## src/rtl/seg_scan_ctrl_if.sv

```systemverilog
// Bus bundle for the seven-segment scan controller: scan control and load
// inputs plus the registered anode/decoder outputs and status pulses.
interface seg_scan_if #(
  parameter int NUM_DIGITS = 4
);
  logic                    en;
  logic                    load;
  logic [4*NUM_DIGITS-1:0] value;
  logic [NUM_DIGITS-1:0]   blank_mask;
  logic [3:0]              nibble_out;
  logic [NUM_DIGITS-1:0]   an_n;
  logic                    load_ack;
  logic                    frame_done;

  modport master (
    output en, load, value, blank_mask,
    input  nibble_out, an_n, load_ack, frame_done
  );

  modport slave (
    input  en, load, value, blank_mask,
    output nibble_out, an_n, load_ack, frame_done
  );
endinterface

```

## src/rtl/seg_scan_ctrl.sv

```systemverilog
// Time-multiplexed common-anode seven-segment scan controller with dead time
// and frame-aligned double buffering. Optional macro SEG_SCAN_LZ_BLANK_EN
// enables leading-zero suppression.
module seg_scan_ctrl #(
  parameter int NUM_DIGITS  = 4,
  parameter int REFRESH_DIV = 50000,
  parameter int DEAD_CYC    = 2
) (
  input  logic      clk,
  input  logic      rst_n,
  seg_scan_if.slave bus
);
  localparam int MAX_CYC = (REFRESH_DIV > DEAD_CYC) ? REFRESH_DIV : DEAD_CYC;
  localparam int CNT_W   = $clog2(MAX_CYC + 1);
  localparam int IDX_W   = $clog2(NUM_DIGITS);
  localparam int VAL_W   = 4 * NUM_DIGITS;

  typedef enum logic {S_DEAD, S_DRIVE} state_t;

  state_t                r_state, w_state;
  logic [IDX_W-1:0]      r_idx, w_idx;
  logic [CNT_W-1:0]      r_cnt, w_cnt;
  logic [VAL_W-1:0]      r_shadow, w_shadow;
  logic [VAL_W-1:0]      r_pend, w_pend;
  logic                  r_pend_vld, w_pend_vld;
  logic [NUM_DIGITS-1:0] r_an_n, w_an_n;
  logic [3:0]            r_nibble, w_nibble;
  logic                  r_load_ack, w_load_ack;
  logic                  r_frame_done, w_frame_done;
  logic                  w_boundary;
  logic [NUM_DIGITS-1:0] w_dark;

`ifdef SEG_SCAN_LZ_BLANK_EN
  logic w_hi_zero;

  // Digit 0 is excluded so an all-zero value still shows a single "0".
  always_comb begin
    w_dark    = '0;
    w_hi_zero = 1'b1;
    for (int d = NUM_DIGITS - 1; d > 0; d--) begin
      w_hi_zero = w_hi_zero & (r_shadow[4*d +: 4] == 4'd0);
      w_dark[d] = w_hi_zero;
    end
  end
`else
  assign w_dark = '0;
`endif

  always_ff @(posedge clk) begin
    if (!rst_n) begin
      r_state      <= S_DEAD;
      r_idx        <= '0;
      r_cnt        <= '0;
      r_shadow     <= '0;
      r_pend       <= '0;
      r_pend_vld   <= 1'b0;
      r_an_n       <= '1;
      r_nibble     <= 4'd0;
      r_load_ack   <= 1'b0;
      r_frame_done <= 1'b0;
    end else begin
      r_state      <= w_state;
      r_idx        <= w_idx;
      r_cnt        <= w_cnt;
      r_shadow     <= w_shadow;
      r_pend       <= w_pend;
      r_pend_vld   <= w_pend_vld;
      r_an_n       <= w_an_n;
      r_nibble     <= w_nibble;
      r_load_ack   <= w_load_ack;
      r_frame_done <= w_frame_done;
    end
  end

  always_comb begin
    w_state      = r_state;
    w_idx        = r_idx;
    w_cnt        = r_cnt;
    w_shadow     = r_shadow;
    w_pend       = r_pend;
    w_pend_vld   = r_pend_vld;
    w_load_ack   = 1'b0;
    w_frame_done = 1'b0;
    w_boundary   = 1'b0;
    w_an_n       = '1;
    w_nibble     = 4'd0;

    if (!bus.en) begin
      w_state = S_DEAD;
      w_idx   = '0;
      w_cnt   = '0;
    end else begin
      case (r_state)
        S_DEAD: begin
          if (r_cnt == CNT_W'(DEAD_CYC - 1)) begin
            w_state = S_DRIVE;
            w_cnt   = '0;
          end else begin
            w_cnt = r_cnt + CNT_W'(1);
          end
        end
        S_DRIVE: begin
          if (r_cnt == CNT_W'(REFRESH_DIV - 1)) begin
            w_state = S_DEAD;
            w_cnt   = '0;
            if (r_idx == IDX_W'(NUM_DIGITS - 1)) begin
              w_idx      = '0;
              w_boundary = 1'b1;
            end else begin
              w_idx = r_idx + IDX_W'(1);
            end
          end else begin
            w_cnt = r_cnt + CNT_W'(1);
          end
        end
        default: begin
          w_state = S_DEAD;
          w_cnt   = '0;
        end
      endcase
    end

    // A load coinciding with the boundary bypasses the pending register.
    if (w_boundary) begin
      w_frame_done = 1'b1;
      if (bus.load) begin
        w_shadow   = bus.value;
        w_pend_vld = 1'b0;
        w_load_ack = 1'b1;
      end else if (r_pend_vld) begin
        w_shadow   = r_pend;
        w_pend_vld = 1'b0;
        w_load_ack = 1'b1;
      end
    end else if (bus.load) begin
      w_pend     = bus.value;
      w_pend_vld = 1'b1;
    end

    w_nibble = w_shadow[{w_idx, 2'b00} +: 4];
    if (w_state == S_DRIVE)
      w_an_n[w_idx] = bus.blank_mask[w_idx] | w_dark[w_idx];
  end

  assign bus.nibble_out = r_nibble;
  assign bus.an_n       = r_an_n;
  assign bus.load_ack   = r_load_ack;
  assign bus.frame_done = r_frame_done;
endmodule

```

## src/flat_wrapper.sv

```systemverilog
// flat-port wrapper written by rule: the top's interface ports become plain ports
module seg_scan_ctrl_flat 
#(
  parameter int NUM_DIGITS  = 4,
  parameter int REFRESH_DIV = 50000,
  parameter int DEAD_CYC    = 2
)
  (clk, rst_n, bus_en, bus_load, bus_value, bus_blank_mask, bus_nibble_out, bus_an_n, bus_load_ack, bus_frame_done);
  seg_scan_if #(.NUM_DIGITS(NUM_DIGITS)) bus_i ();
  input  logic clk;
  input  logic rst_n;
  input wire logic [$bits(bus_i.en)-1:0] bus_en;
  input wire logic [$bits(bus_i.load)-1:0] bus_load;
  input wire logic [$bits(bus_i.value)-1:0] bus_value;
  input wire logic [$bits(bus_i.blank_mask)-1:0] bus_blank_mask;
  output wire logic [$bits(bus_i.nibble_out)-1:0] bus_nibble_out;
  output wire logic [$bits(bus_i.an_n)-1:0] bus_an_n;
  output wire logic [$bits(bus_i.load_ack)-1:0] bus_load_ack;
  output wire logic [$bits(bus_i.frame_done)-1:0] bus_frame_done;
  assign bus_i.en = bus_en;
  assign bus_i.load = bus_load;
  assign bus_i.value = bus_value;
  assign bus_i.blank_mask = bus_blank_mask;
  assign bus_nibble_out = bus_i.nibble_out;
  assign bus_an_n = bus_i.an_n;
  assign bus_load_ack = bus_i.load_ack;
  assign bus_frame_done = bus_i.frame_done;
  seg_scan_ctrl #(.NUM_DIGITS(NUM_DIGITS), .REFRESH_DIV(REFRESH_DIV), .DEAD_CYC(DEAD_CYC)) u_core (.clk(clk), .rst_n(rst_n), .bus(bus_i));
endmodule
```

## config.mk

```make
export PLATFORM = sky130hd
export DESIGN_NAME = seg_scan_ctrl_flat
export DESIGN_NICKNAME = d
export VERILOG_FILES = /design/src/rtl/seg_scan_ctrl_if.sv /design/src/rtl/seg_scan_ctrl.sv /design/src/flat_wrapper.sv
export SDC_FILE = /design/constraint.sdc
export NUM_CORES = 1
export LEC_CHECK = 0
export ABC_AREA = 1
export CAP_MARGIN = 20
export CORE_UTILIZATION = 40
export CTS_CLUSTER_SIZE = 30
export DETAILED_ROUTE_END_ITERATION = 8
export GPL_ROUTABILITY_DRIVEN = 1
export PLACE_DENSITY = 0.66
export REMOVE_ABC_BUFFERS = 1
export SLEW_MARGIN = 25
export SYNTH_ARGS = -nofsm -noshare
export SYNTH_HDL_FRONTEND = slang
export SYNTH_SLANG_ARGS = --single-unit
```

## constraint.sdc

```tcl
create_clock -name clk -period 3.5 [get_ports clk]
set_clock_uncertainty 0.1 [all_clocks]
set_input_delay 0.7 -clock clk [delete_from_list [all_inputs] [get_ports clk]]
set_output_delay 0.7 -clock clk [all_outputs]
set_load 0.1 [all_outputs]
```

==> impl_metrics.toml <==
[run_status]
outcome = "completed"

[cells_and_area]
fin_util_pct = 50.3
syn2layout_area_growth_pct = 19.3
drive_gt1_share_pct = 8.92
nets = 504
antenna_cells = 0

[drt]
drt_iter0_markers = 174
drt-total-wl_um = 7040
drc = 0
vias_per_cell = 4.98
vias = 2893
avgRoutedWirePerCell_um = 12.1
detail-route-antenna-nets = 0
drtPass1Iterations = 5

[setup_path]
slowest_stage = "clkdlybuf4s50_1"
critPathRequiredTime_ps = 2700
crit_start = "u_core.bus.load_ack"
r2r.worst_path.cells = 11
cp-endpoint = "bus_load_ack"
r2r-end = "u_core.bus.an_n[3]"
cp-end-kind = "output pin"
cp_num_buf_inv = 1
critPathTopFamily = "buffers and inverters"
cp_num_cells = 1
cp_max_fo = 1
path_cells = "clkdlybuf4s50_1"
startpoint_type = "register"
arrival_ps = 1770
rrSetupSlack_ps = 1240
r2r_start = "u_core.r_cnt[0]"
path_class = "register to output pin"
slowest_delay_ps = 1130

[sta]
rsz0062_at_grt = "no"
clock.fmax_mhz = 388
slew_violations = 0
setup-violations-final = 0
slew_headroom_pct = 35.3
post-route-min-period_ps = 2570
worst_pin_slew_ps = 967
final.setup.tns_ps = 0
post-route-period-util_pct = 73.6
hold_viol = 0

[synth]
ys_types = 32
yosysWarningCount = 0
synth-seq-area-share_pct = 39.9
synth_top_cell_by_area = "dfxtp_1"
synthTopCellsByArea = "dfxtp_1 (40%), nand2_1 (9.5%), nand3_1 (8.7%), nor2_1 (7.4%), inv_1 (7.2%)"
yosys-top-cells-count = "nand2_1 (79), dfxtp_1 (62), nor2_1 (61)"
synthCells = 447
ys_ff_latch = 62
postSynthAreaPerCell_sq_um = 6.96
syn_area_sq_um = 3110
synthDominantCellAreaShare_pct = 39.9
synth_ff_type = "dfxtp_1"
yosysMostFrequentCell = "nand2_1"
postSynth.asyncResetShare_pct = 0
synth_edf_count = 0

[floorplan]
die_area_sq_um = 8130
num_io_pins = 34
die_w_um = 90.2
coreArea_sq_um = 7370
start_util_pct = 42.2
fp.dieH_um = 90.2
num_rows = 31

[place]
dp_hpwl_um = 4890
gp_congestion = 0.831
io_buffers = 33

[job]
maxCapViolations = 0

[cts]
cts.repair.resized = 0
cts-root-buf = "clkbuf_8"
clkTransAtPathRegs_ps = 70
postCtsHoldBufs = 0
cts_inserted_buffers = 9
cts_tree = "done"
h-tree-depth = 3
post_cts_buffers = 0
clockBufferDepth = 2
clock_sinks = 62
clk_latency_ps = 340

[grt]
grt_max_degree = 41
grt_usage_pct = 18.2
grt_pass1_vias = 2643
overflow = 0
antenna_found_initial = 0
grt_pass1_wl_um = 12000

[pwr]
seqPwrFrac_pct = 47.9
p_clk_share_pct = 45.5
switchingPower_uw = 360
p_leak_uw = 0.00160
power_frac_comb_pct = 6.6
p_int_uw = 1170
switching_share_pct = 23.5
ir_drop_v = 0.000237
power_density_nw_per_um2 = 412

[hold_path]
min-delay-start = "u_core.r_cnt[0]"
min_path_type = "register to register"
## placed cells by master (no fill, tap or decap), types with 2 or more instances in the layout
cell type | synthesis | layout
xnor2_1 | 2 | 2
clkbuf_8 | 0 | 9
bufinv_16 | 0 | 2
nand3_4 | 2 | 2
inv_2 | 3 | 3
buf_4 | 0 | 9
xor2_1 | 3 | 3
nor2_1 | 61 | 61
dfxtp_1 | 62 | 62
o21ai_0 | 19 | 19
nand2_1 | 79 | 79
nor3_1 | 8 | 8
ha_1 | 3 | 3
a311oi_1 | 14 | 14
inv_1 | 60 | 60
clkinvlp_4 | 0 | 2
nor3_2 | 2 | 2
nand2_2 | 2 | 2
nand3_2 | 2 | 2
clkdlybuf4s50_1 | 0 | 30
clkinv_1 | 2 | 2
a21oi_1 | 28 | 28
nand3_1 | 54 | 54
o21a_1 | 3 | 3
nor2_2 | 4 | 4
nand4_1 | 7 | 7
## routing by layer
metal,global-route usage (%),share of wire [%],vias up
met2,28.8,47,82
met3,4.48,5.2,7
met1,24.1,47,1285
met4,6.05,0.89,0
met5,0,0,-
li1,-,-,1519
## power by group through the flow
stage	clock network, uW	registers (uW)	logic, uW
global placement	0	748	100
CTS	716	733	102
global route	746	734	113
detailed placement	0	749	102
finish	696	733	102
floorplan	0	747	49.8
## worst min-delay path by stage
stage,end,slack (ps),cells past startpoint
after floorplan,u_core.r_cnt[0],330,1
after global placement,u_core.r_cnt[0],350,1
after detailed placement,u_core.r_cnt[0],360,1
after CTS,u_core.r_shadow[7],370,2
after global routing,u_core.r_shadow[0],400,2
final,u_core.r_cnt[0],370,1
## state kept, by name, indices dropped and copies added, names as in the netlist
register,cells
u_core.bus.an_n,4
u_core.r_pend,16
u_core.bus.load_ack,1
u_core.r_cnt,16
u_core.r_shadow,16
u_core.r_pend_vld,1
u_core.r_idx,2
u_core.r_state,1
u_core.bus.frame_done,1
u_core.bus.nibble_out,4
## per-stage QoR
step                      power [uW]  hold slack (ps)  worst slack, ps  instance area, sq um  instances
after detailed placement         851              359              590                  3490        565
after CTS                       1550              374              899                  3710        581
after global placement           848              352              671                  3490        565
after floorplan                  796              333             1390                  3000        427
final                           1530              368              925                  3710        581
after global routing            1590              404              688                  3710        581
## layout make-up
cell class / count / area (sq um)
inverters: 65 / 244
well taps: 99 / 124
repair buffers: 39 / 368
fillers: 740 / 3660
flip-flops and latches: 62 / 1240
clock inverters: 7 / 97.6
multi-input cells: 300 / 1510
clock buffers: 9 / 124
## kinds of logic (layout without fill, tap and decap cells)
group,count (synthesis),after routing,synth area share (%)
flip-flops,62,62,39.9
AND/OR/NAND/NOR,225,225,33.1
adder cells (fa/ha/maj),3,3,1.21
buffers and inverters,85,120,11.5
XOR/XNOR,5,5,1.41
AO/OA/AOI/OAI,67,67,12.9
(Power assumes the default switching activity.)
